==> src/rtl/radarscp_pkg.sv <==
// Shared types for the Radar Scope background mixer: pixel colour, pipeline record
// and hit-flash states.
package radarscp_pkg;

  typedef struct packed {
    logic [2:0] r;
    logic [2:0] g;
    logic [1:0] b;
  } rgb8_t;

  typedef enum logic [1:0] {
    IDLE = 2'd0,
    ON   = 2'd1,
    OFF  = 2'd2
  } flash_state_t;

  // Everything the colour mux needs for one pixel, captured in S1.
  typedef struct packed {
    logic  hblkn;
    logic  vblkn;
    rgb8_t fg;
    logic  fg_opaque;
    logic  starn;
    logic  radarn;
    logic  noise;
    logic  display;
  } pix_t;

  // Stars are grey; blue only has two bits so it takes the top of the level.
  function automatic rgb8_t star_grey(input logic [2:0] lvl);
    rgb8_t c;
    c.r = lvl;
    c.g = lvl;
    c.b = lvl[2:1];
    return c;
  endfunction

endpackage

==> src/rtl/radarscp_flash_fsm.sv <==
// Hit-flash sequencer: a rising I_SOU2 seen between frame starts launches an
// alternating ON/OFF run of FLASH_FRMS frames.
module radarscp_flash_fsm
  import radarscp_pkg::*;
#(
  parameter int FLASH_FRMS = 8
) (
  input  logic clk_i,
  input  logic rst_i,
  input  logic fs_i,
  input  logic sou2_i,
  output logic flash_on_o
);

  localparam logic [3:0] FRM_LOAD = 4'(FLASH_FRMS - 1);

  flash_state_t state_q, state_d;
  logic [3:0]   frm_cnt_q, frm_cnt_d;
  logic         sou2_q, sou2_d;

  always_ff @(posedge clk_i) begin
    if (rst_i) begin
      state_q   <= IDLE;
      frm_cnt_q <= '0;
      sou2_q    <= 1'b0;
    end else begin
      state_q   <= state_d;
      frm_cnt_q <= frm_cnt_d;
      sou2_q    <= sou2_d;
    end
  end

  // Only frame starts move the sequencer; a fresh edge always restarts the full run.
  always_comb begin
    state_d   = state_q;
    frm_cnt_d = frm_cnt_q;
    sou2_d    = sou2_q;
    if (fs_i) begin
      sou2_d = sou2_i;
      if (sou2_i && !sou2_q) begin
        state_d   = ON;
        frm_cnt_d = FRM_LOAD;
      end else begin
        case (state_q)
          ON: begin
            if (frm_cnt_q == 4'd0) begin
              state_d = IDLE;
            end else begin
              state_d   = OFF;
              frm_cnt_d = frm_cnt_q - 4'd1;
            end
          end
          OFF: begin
            if (frm_cnt_q == 4'd0) begin
              state_d = IDLE;
            end else begin
              state_d   = ON;
              frm_cnt_d = frm_cnt_q - 4'd1;
            end
          end
          default: ;
        endcase
      end
    end
  end

  assign flash_on_o = (state_q == ON);

endmodule

==> src/rtl/radarscp_bg_mixer.sv <==
// Radar Scope background mixer: two-stage pixel pipeline merging foreground, radar grid
// draw-in, dimmed stars and the hit flash into final RGB plus aligned blanks.
module radarscp_bg_mixer
  import radarscp_pkg::*;
#(
  parameter logic [2:0] STAR_HI     = 3'd7,
  parameter logic [2:0] STAR_LO     = 3'd3,
  parameter logic [7:0] GRID_RGB    = 8'h1F,
  parameter logic [7:0] FLASH_RGB   = 8'hE0,
  parameter logic [7:0] FLASH_BG    = 8'h20,
  parameter int         FLASH_FRMS  = 8,
  parameter int         REVEAL_STEP = 4
) (
  input  logic       CLK_24M,
  input  logic       RESET,
  input  logic       CLK_EN,
  input  logic       I_HBLKn,
  input  logic       I_VBLKn,
  input  logic [7:0] I_FG_RGB,
  input  logic       I_FG_OPAQUE,
  input  logic       I_STARn,
  input  logic       I_RADARn,
  input  logic       I_NOISE,
  input  logic       I_DISPLAY,
  input  logic       I_SOU2,
  output logic [2:0] O_R,
  output logic [2:0] O_G,
  output logic [1:0] O_B,
  output logic       O_HBLKn,
  output logic       O_VBLKn
);

  localparam logic [9:0] REVEAL_MAX = 10'd256;

  pix_t       s1_q, s1_d;
  rgb8_t      rgb_q, rgb_d;
  logic       hblkn_q, vblkn_q;
  logic [7:0] line_cnt_q, line_cnt_d;
  logic [8:0] reveal_q, reveal_d;
  logic [9:0] reveal_sum;
  logic       armed_q, armed_d;
  logic       live_q, live_d;
  logic       fs, line_tick, grid, flash_on;

  assign s1_d = '{hblkn:     I_HBLKn,
                  vblkn:     I_VBLKn,
                  fg:        I_FG_RGB,
                  fg_opaque: I_FG_OPAQUE,
                  starn:     I_STARn,
                  radarn:    I_RADARn,
                  noise:     I_NOISE,
                  display:   I_DISPLAY};

  // A frame start needs a genuine vblank seen since reset, so a reset in mid-frame
  // cannot fake one from the cleared S1 register.
  assign fs        = CLK_EN & I_VBLKn & ~s1_q.vblkn & armed_q;
  assign line_tick = CLK_EN & ~I_HBLKn & s1_q.hblkn & I_VBLKn;
  assign armed_d   = armed_q | ~I_VBLKn;
  assign live_d    = live_q | fs;

  always_comb begin
    line_cnt_d = line_cnt_q;
    if (fs) begin
      line_cnt_d = '0;
    end else if (line_tick && line_cnt_q != 8'hFF) begin
      line_cnt_d = line_cnt_q + 8'd1;
    end
  end

  assign reveal_sum = {1'b0, reveal_q} + 10'(REVEAL_STEP);

  always_comb begin
    reveal_d = reveal_q;
    if (fs) begin
      if (!I_DISPLAY) begin
        reveal_d = '0;
      end else if (reveal_sum > REVEAL_MAX) begin
        reveal_d = REVEAL_MAX[8:0];
      end else begin
        reveal_d = reveal_sum[8:0];
      end
    end
  end

  radarscp_flash_fsm #(
    .FLASH_FRMS (FLASH_FRMS)
  ) u_flash (
    .clk_i      (CLK_24M),
    .rst_i      (RESET),
    .fs_i       (fs),
    .sou2_i     (I_SOU2),
    .flash_on_o (flash_on)
  );

  assign grid = ~s1_q.radarn & s1_q.display & ({1'b0, line_cnt_q} < reveal_q);

  // S2 colour priority: blank, foreground, grid, star, background.
  always_comb begin
    rgb_d = '0;
    if (!live_q || !s1_q.hblkn || !s1_q.vblkn) begin
      rgb_d = '0;
    end else if (s1_q.fg_opaque) begin
      rgb_d = s1_q.fg;
    end else if (grid) begin
      rgb_d = flash_on ? rgb8_t'(FLASH_RGB) : rgb8_t'(GRID_RGB);
    end else if (!s1_q.starn) begin
      rgb_d = star_grey(s1_q.noise ? STAR_LO : STAR_HI);
    end else if (flash_on) begin
      rgb_d = rgb8_t'(FLASH_BG);
    end
  end

  always_ff @(posedge CLK_24M) begin
    if (RESET) begin
      s1_q       <= '0;
      rgb_q      <= '0;
      hblkn_q    <= 1'b0;
      vblkn_q    <= 1'b0;
      line_cnt_q <= '0;
      reveal_q   <= '0;
      armed_q    <= 1'b0;
      live_q     <= 1'b0;
    end else if (CLK_EN) begin
      s1_q       <= s1_d;
      rgb_q      <= rgb_d;
      hblkn_q    <= s1_q.hblkn;
      vblkn_q    <= s1_q.vblkn;
      line_cnt_q <= line_cnt_d;
      reveal_q   <= reveal_d;
      armed_q    <= armed_d;
      live_q     <= live_d;
    end
  end

  assign O_R     = rgb_q.r;
  assign O_G     = rgb_q.g;
  assign O_B     = rgb_q.b;
  assign O_HBLKn = hblkn_q;
  assign O_VBLKn = vblkn_q;

endmodule

==> config.mk <==
export PLATFORM = sky130hd
export DESIGN_NAME = radarscp_bg_mixer
export DESIGN_NICKNAME = d
export VERILOG_FILES = /design/src/rtl/radarscp_pkg.sv /design/src/rtl/radarscp_flash_fsm.sv /design/src/rtl/radarscp_bg_mixer.sv
export SDC_FILE = /design/constraint.sdc
export NUM_CORES = 1
export LEC_CHECK = 0
export BUFFER_PORTS_ARGS = -buffer_cell sky130_fd_sc_hd__clkbuf_2
export CORE_ASPECT_RATIO = 0.9
export CORE_UTILIZATION = 49
export CTS_CLUSTER_DIAMETER = 30
export DETAILED_ROUTE_END_ITERATION = 6
export GPL_TIMING_DRIVEN = 0
export PLACE_DENSITY = 0.69
export SYNTH_ARGS = -nofsm -noshare
export SYNTH_HDL_FRONTEND = slang
export SYNTH_SLANG_ARGS = --single-unit
==> constraint.sdc <==
create_clock -name CLK_24M -period 4.5 [get_ports CLK_24M]
set_input_delay 0.9 -clock CLK_24M [delete_from_list [all_inputs] [get_ports CLK_24M]]
set_output_delay 0.9 -clock CLK_24M [all_outputs]
set_load 0.02 [all_outputs]
# After elaboration in Yosys (flattened, before gate mapping)

Cells that the tools add are included.

Logic and storage cells: 80
Input port bits: 19
Register bits: 51

Equality and inequality tests: 4
Muxes and demuxes: 18
Bitwise logic cells: 14
Add/sub/neg operators: 3
Order comparisons: 2
Reductions and logical operators: 17

Operators with widths:

| operator                                                                          | count |
|---|---|
| 8-bit two-way mux                                                                 | 7 |
| 9-bit two-way mux                                                                 | 2 |
| 4-bit two-way mux                                                                 | 3 |
| 9-bit by 3-bit adder with 10-bit output (second input constant)                   | 1 |
| 10-bit by 9-bit greater-than comparator with 1-bit output (second input constant) | 1 |
| 8-bit by 9-bit < comparator with 1-bit output                                     | 1 |
| 8-bit by 1-bit adder with 8-bit output (second input constant)                    | 1 |
| 1-bit AND                                                                         | 8 |
| 8-bit inequality test (second input constant)                                     | 1 |
| 6-bit two-way mux                                                                 | 1 |
| 2-bit AND reduction                                                               | 3 |
| 1-bit logical NOT                                                                 | 4 |
| 4-bit logical NOT                                                                 | 1 |
| 2-bit two-way mux                                                                 | 2 |
| 1-bit NOT                                                                         | 4 |
| 2-bit one-hot mux with 2 select lines                                             | 1 |
| 2-bit nonzero test                                                                | 2 |
| 4-bit by 1-bit subtractor with 4-bit output (second input constant)               | 1 |
| 3-bit two-way mux                                                                 | 1 |
| 3-bit AND reduction                                                               | 1 |
| 3-bit nonzero test                                                                | 1 |
| 2-bit by 1-bit == test with 1-bit output (second input constant)                  | 1 |
| 2-bit == test (second input constant)                                             | 1 |
| 1-bit logical AND                                                                 | 2 |
| 5 further kinds                                                                   | 7 |

# Depth between registers and ports, before layout

Depth after elaboration: 7
Gate-level depth with buffers: 8
Depth with buffers taken out: 7

# Modules after synthesis

Synthesis repeated with hierarchy kept, for this count alone.

Cells, all modules: 262
Area total of the unflattened synthesis: 2419.8 um^2

Modules (own cells, without submodules):

| module             | area an instance (um^2) | times used | cells an instance |
|---|---|---|---|
| radarscp_bg_mixer  | 2003.2                  | 1          | 214 |
| radarscp_flash_fsm | 416.6                   | 1          | 48 |

# Worst setup path after synthesis

No wires, ideal clock.

Kind: flip-flop to flip-flop
Start: register reveal_q[6]
End: register rgb_q (netlist bit O_B[0])
Period minus slack after synthesis: 1929 ps
Path buffers: 0
Data arrival time: 1807 ps
Setup slack: 2571 ps
Cell stages (with the launch flop): 8
Cells stage by stage: dfxtp_1 -> inv_1 -> ha_1 -> a211oi_1 -> o311a_2 -> a21bo_1 -> and3b_4 -> a221o_1

Cells in the longest elaborated chain, start to end: 5

Ends and longest elaborated chain:

| element                                       | RTL line                 | source |
|---|---|---|
| from (decl)                                   | radarscp_bg_mixer.sv:39  | `logic [8:0] reveal_q, reveal_d;` |
| from (signal assigned)                        | radarscp_bg_mixer.sv:129 | `reveal_q <= reveal_d;` |
| 8-bit by 9-bit < comparator with 1-bit output | radarscp_bg_mixer.sv:95  | `assign grid = ~s1_q.radarn & s1_q.display & ({1'b0, line_cnt_q} < reveal_q);` |
| 1-bit AND                                     | radarscp_bg_mixer.sv:95  |  |
| 8-bit two-way mux                             | radarscp_bg_mixer.sv:104 | `end else if (grid) begin` |
| 8-bit two-way mux                             | radarscp_bg_mixer.sv:102 | `end else if (s1_q.fg_opaque) begin` |
| 8-bit two-way mux                             | radarscp_bg_mixer.sv:100 | `if (!live_q \|\| !s1_q.hblkn \|\| !s1_q.vblkn) begin` |
| to (signal assigned)                          | radarscp_bg_mixer.sv:125 | `rgb_q <= rgb_d;` |
| to (decl)                                     | radarscp_bg_mixer.sv:36  | `rgb8_t rgb_q, rgb_d;` |

No other way between the ends.
A chain may end at the register's enable or synchronous reset.

# Worst setup path in the final report

Same ends and word-level chain as after synthesis.

==> impl_metrics.csv <==
group,metric,value,unit
run_status,run_status,"complete, no violations",
routing,viasPerCell,5.323,
synthesis,post_synth.cell_area_avg,8.913,um^2
pwr,internal-power,0.6496,mW
place,finalWeightedCongestion,0.7923,
pwr,p_per_area,307.9,nW/um^2
clock_network,cts_tree,"done",
place,detailedPlacementHpwl,3488,um
worst_setup_path,worst_r2r_path_depth,7,
routing,routed-via-count,1943,
timing,timing.final.crit_period,2082,ps
synthesis,async_flop_share,0,
synthesis,ys_warn_count,0,
worst_setup_path,timing.critical_path.required,4710,ps
routing,wl_met3,242,um
synthesis,area_of_the_mapped_netlist,2380,um^2
clock_network,tritoncts_num_sinks,49,
routing,drt-initial-drc-count,89,
worst_setup_path,crit_type,"flop to flop",
clock_network,cts-buffers-inserted,5,
global_route,grt_pass1_wl,7948,um
global_route,grt_antenna_before_repair,0,
worst_setup_path,cp.arrival,2290,ps
place,dpl-instance-area,2597,um^2
synthesis,ys_seq_area_frac,0.4122,
pwr,p_leak,1.123,nW
clock_network,root_cell_of_the_clock_tree,"sky130_fd_sc_hd__clkbuf_8",
worst_setup_path,reg2reg_setup_slack,2420,ps
finish,layout-drive-gt1-share,0.1683,
timing,setup-tns-final,0,ps
timing,hold_viol,0,
routing,final_antenna_net_count,0,
floorplan,initial_utilization,0.5234,
global_route,grt_use_total,0.2088,
worst_setup_path,critical_path_end_type,"flop",
clock_network,buffer_levels_on_the_longest_clock_path,2,
routing,wl_met1,2342,um
routing,detailroute.wirelength.met2,2049,um
synthesis,most_common_flop_cell_mapped_by_yosys,"sky130_fd_sc_hd__dfxtp_1",
pwr,power,0.8369,mW
finish,area_growth_syn_to_layout,14.20,%
finish,num_antenna_cells,0,
place,dp_cells,357,
pwr,switchingPower,0.1872,mW
clock_network,ctsHtreeMaxLevel,2,
timing,worstMarginPinSlew,629.2,ps
worst_setup_path,startpoint,"reveal_q[6]",
worst_hold_path,min_delay_worst_endpoint,"O_R[0]",
timing,maxSlewHeadroom,0.5777,
routing,drc,0,
timing,finalCritPeriodShare,0.4627,
routing,top_routing_layer_in_use,"met4",
run,cap_violations,0,
floorplan,floorplan.die.height,68.12,um
global_route,grt.overflow.total,0,
pwr,seqPwrFrac,0.540,
floorplan,io_pins,29,
global_route,grt_max_degree,16,
floorplan,placementRows,23,
worst_hold_path,min_path_cells,1,
global_route,vias_in_the_first_global_route,1747,
finish,final_area,2718,um^2
pwr,clockPowerShare,0.393,
pwr,power.share.switching,0.2237,
worst_setup_path,r2r_start,"reveal_q[6]",
worst_setup_path,regToRegEndpoint,"O_B[0]",
timing,report.final.setup_viol,0,
clock_network,clkTransAtPathRegs,90,ps
timing,timing.final.max_slew_violations,0,
clock_network,worst_skew_pair.late_latency,310,ps
worst_setup_path,critical_path.max_fanout,5,
synthesis,synth_enable_flop_cells,0,
floorplan,fp.dieW,75.46,um
timing,unrepaired_setup_endpoints_after_global_routing,"false",
worst_hold_path,min_from,"O_R[0]",
finish,fillers,436,
timing,final_skew,7.280,ps
routing,wl,4669,um
routing,post_drt_wl_per_cell,12.79,um
place,setup_slack_at_placement,2267,ps
finish,instances_no_fill,365,
clock_network,ctsHoldBuffers,0,
pwr,power_frac_comb,0.067,
place,port-buffer-count,28,
synthesis,synth_cell_types,49,
floorplan,floorplan.die_area,5140,um^2
floorplan,placeable_core_region,4547,um^2
worst_hold_path,worstHoldPathType,"flop to flop",
timing,timing.fmax,480.3,MHz
pwr,vdd_drop_max,0.2018,mV
timing,setup_slack,2418,ps
clock_network,postCtsResizedCells,0,
synthesis,synth_nets,298,
finish,design.final.nets,333,
clock_network,post-cts-setup-buffers,0,
worst_setup_path,cp-start-kind,"flop",
routing,dr.pass1.iters,4,
synthesis,post_synthesis_cell_count,267,
synthesis,synth_seq_cells,49,
## logic make-up after synthesis
family / share of synthesized area
AND/OR/NAND/NOR: 0.2193
adder cells (fa/ha/maj): 0.06309
buffers and inverters: 0.04626
flip-flops: 0.4122
AO/OA/AOI/OAI: 0.1467
XOR/XNOR: 0.03681
multiplexers: 0.07571
## registers in the layout, indices dropped and copies added (netlist names)
register,count
u_flash.frm_cnt_q,4
u_flash.state_q,2
O_G,3
O_R,3
O_VBLKn,1
live_q,1
u_flash.sou2_q,1
reveal_q,7
O_HBLKn,1
s1_q,15
O_B,2
armed_q,1
line_cnt_q,8
## placed cells by master (no fill, tap or decap), types with 3 or more instances in the layout
cell	n
sky130_fd_sc_hd__a211oi_1	3
sky130_fd_sc_hd__a21oi_1	11
sky130_fd_sc_hd__a221o_1	4
sky130_fd_sc_hd__buf_2	4
sky130_fd_sc_hd__clkbuf_1	4
sky130_fd_sc_hd__clkbuf_2	28
sky130_fd_sc_hd__clkbuf_8	6
sky130_fd_sc_hd__dfxtp_1	49
sky130_fd_sc_hd__ha_1	12
sky130_fd_sc_hd__inv_1	17
sky130_fd_sc_hd__mux2i_1	18
sky130_fd_sc_hd__nand2_1	14
sky130_fd_sc_hd__nand2b_1	3
sky130_fd_sc_hd__nand3_1	14
sky130_fd_sc_hd__nand4_1	3
sky130_fd_sc_hd__nor2_1	44
sky130_fd_sc_hd__nor2b_1	3
sky130_fd_sc_hd__nor3_1	7
sky130_fd_sc_hd__o21ai_0	8
sky130_fd_sc_hd__xnor2_1	9
## through the flow
stage / hold slack [ps] / utilization
detailed placement: 441.7 / 0.5713
global route: 471.5 / 0.5977
global placement: 435.8 / 0.5713
floorplan: 440.7 / -
finish: 458.2 / 0.5977
CTS: 462.8 / 0.5977
## power groups by stage
stage	combinational, mW	sequential [mW]	clock, mW
global route	0.0632	0.453	0.353
global placement	0.0559	0.461	0
finish	0.0564	0.452	0.329
floorplan	0.0372	0.460	0
CTS	0.0568	0.452	0.339
detailed placement	0.0563	0.462	0
## synth_stat cells, types with 4 or more instances
cell type / count / area share
sky130_fd_sc_hd__dfxtp_1: 49 / 0.41
sky130_fd_sc_hd__nor2_1: 44 / 0.069
sky130_fd_sc_hd__mux2i_1: 18 / 0.076
sky130_fd_sc_hd__inv_1: 17 / 0.027
sky130_fd_sc_hd__nand2_1: 14 / 0.022
sky130_fd_sc_hd__nand3_1: 14 / 0.029
sky130_fd_sc_hd__ha_1: 12 / 0.063
sky130_fd_sc_hd__a21oi_1: 11 / 0.023
sky130_fd_sc_hd__xnor2_1: 9 / 0.033
sky130_fd_sc_hd__o21ai_0: 8 / 0.017
sky130_fd_sc_hd__nor3_1: 7 / 0.015
sky130_fd_sc_hd__a221o_1: 4 / 0.017
sky130_fd_sc_hd__buf_2: 4 / 0.0084
sky130_fd_sc_hd__clkbuf_1: 4 / 0.0063
## worst max-delay path, cell delays in order, from the launching register on
cell,delay [ps]
sky130_fd_sc_hd__dfxtp_1,410
sky130_fd_sc_hd__inv_1,90
sky130_fd_sc_hd__ha_1,340
sky130_fd_sc_hd__a211oi_1,90
sky130_fd_sc_hd__o311a_2,410
sky130_fd_sc_hd__a21bo_1,200
sky130_fd_sc_hd__and3b_4,190
sky130_fd_sc_hd__a221o_1,250
## area by class of cell
cell class                 instances  area [um^2]  area share
timing repair buffer              28        140.1     0.05157
tap                               62        77.57     0.02855
multi-input combinational        192         1289      0.4742
buffer                             9        46.29     0.01703
clock buffer                       6        82.58     0.03039
clock inverter                     2        37.54     0.01381
inverter                          17        63.81     0.02348
sequential                        49        980.9      0.3610
## layer usage
layer  global-route usage  vias to the layer above
met5                    0                        -
met4              0.07407                        0
met3              0.06333                        2
met2               0.3047                       33
met1               0.2901                      895
li1                     -                     1013
## how the worst max path moves through the flow
stage                       end  slack [ps]
global placement    reveal_q[2]        2270
CTS                      O_B[0]        2420
global route             O_G[1]        2290
detailed placement  reveal_q[7]        2270
finish                   O_B[0]        2420
floorplan                O_B[0]        2570
(Power assumes the default switching activity.)
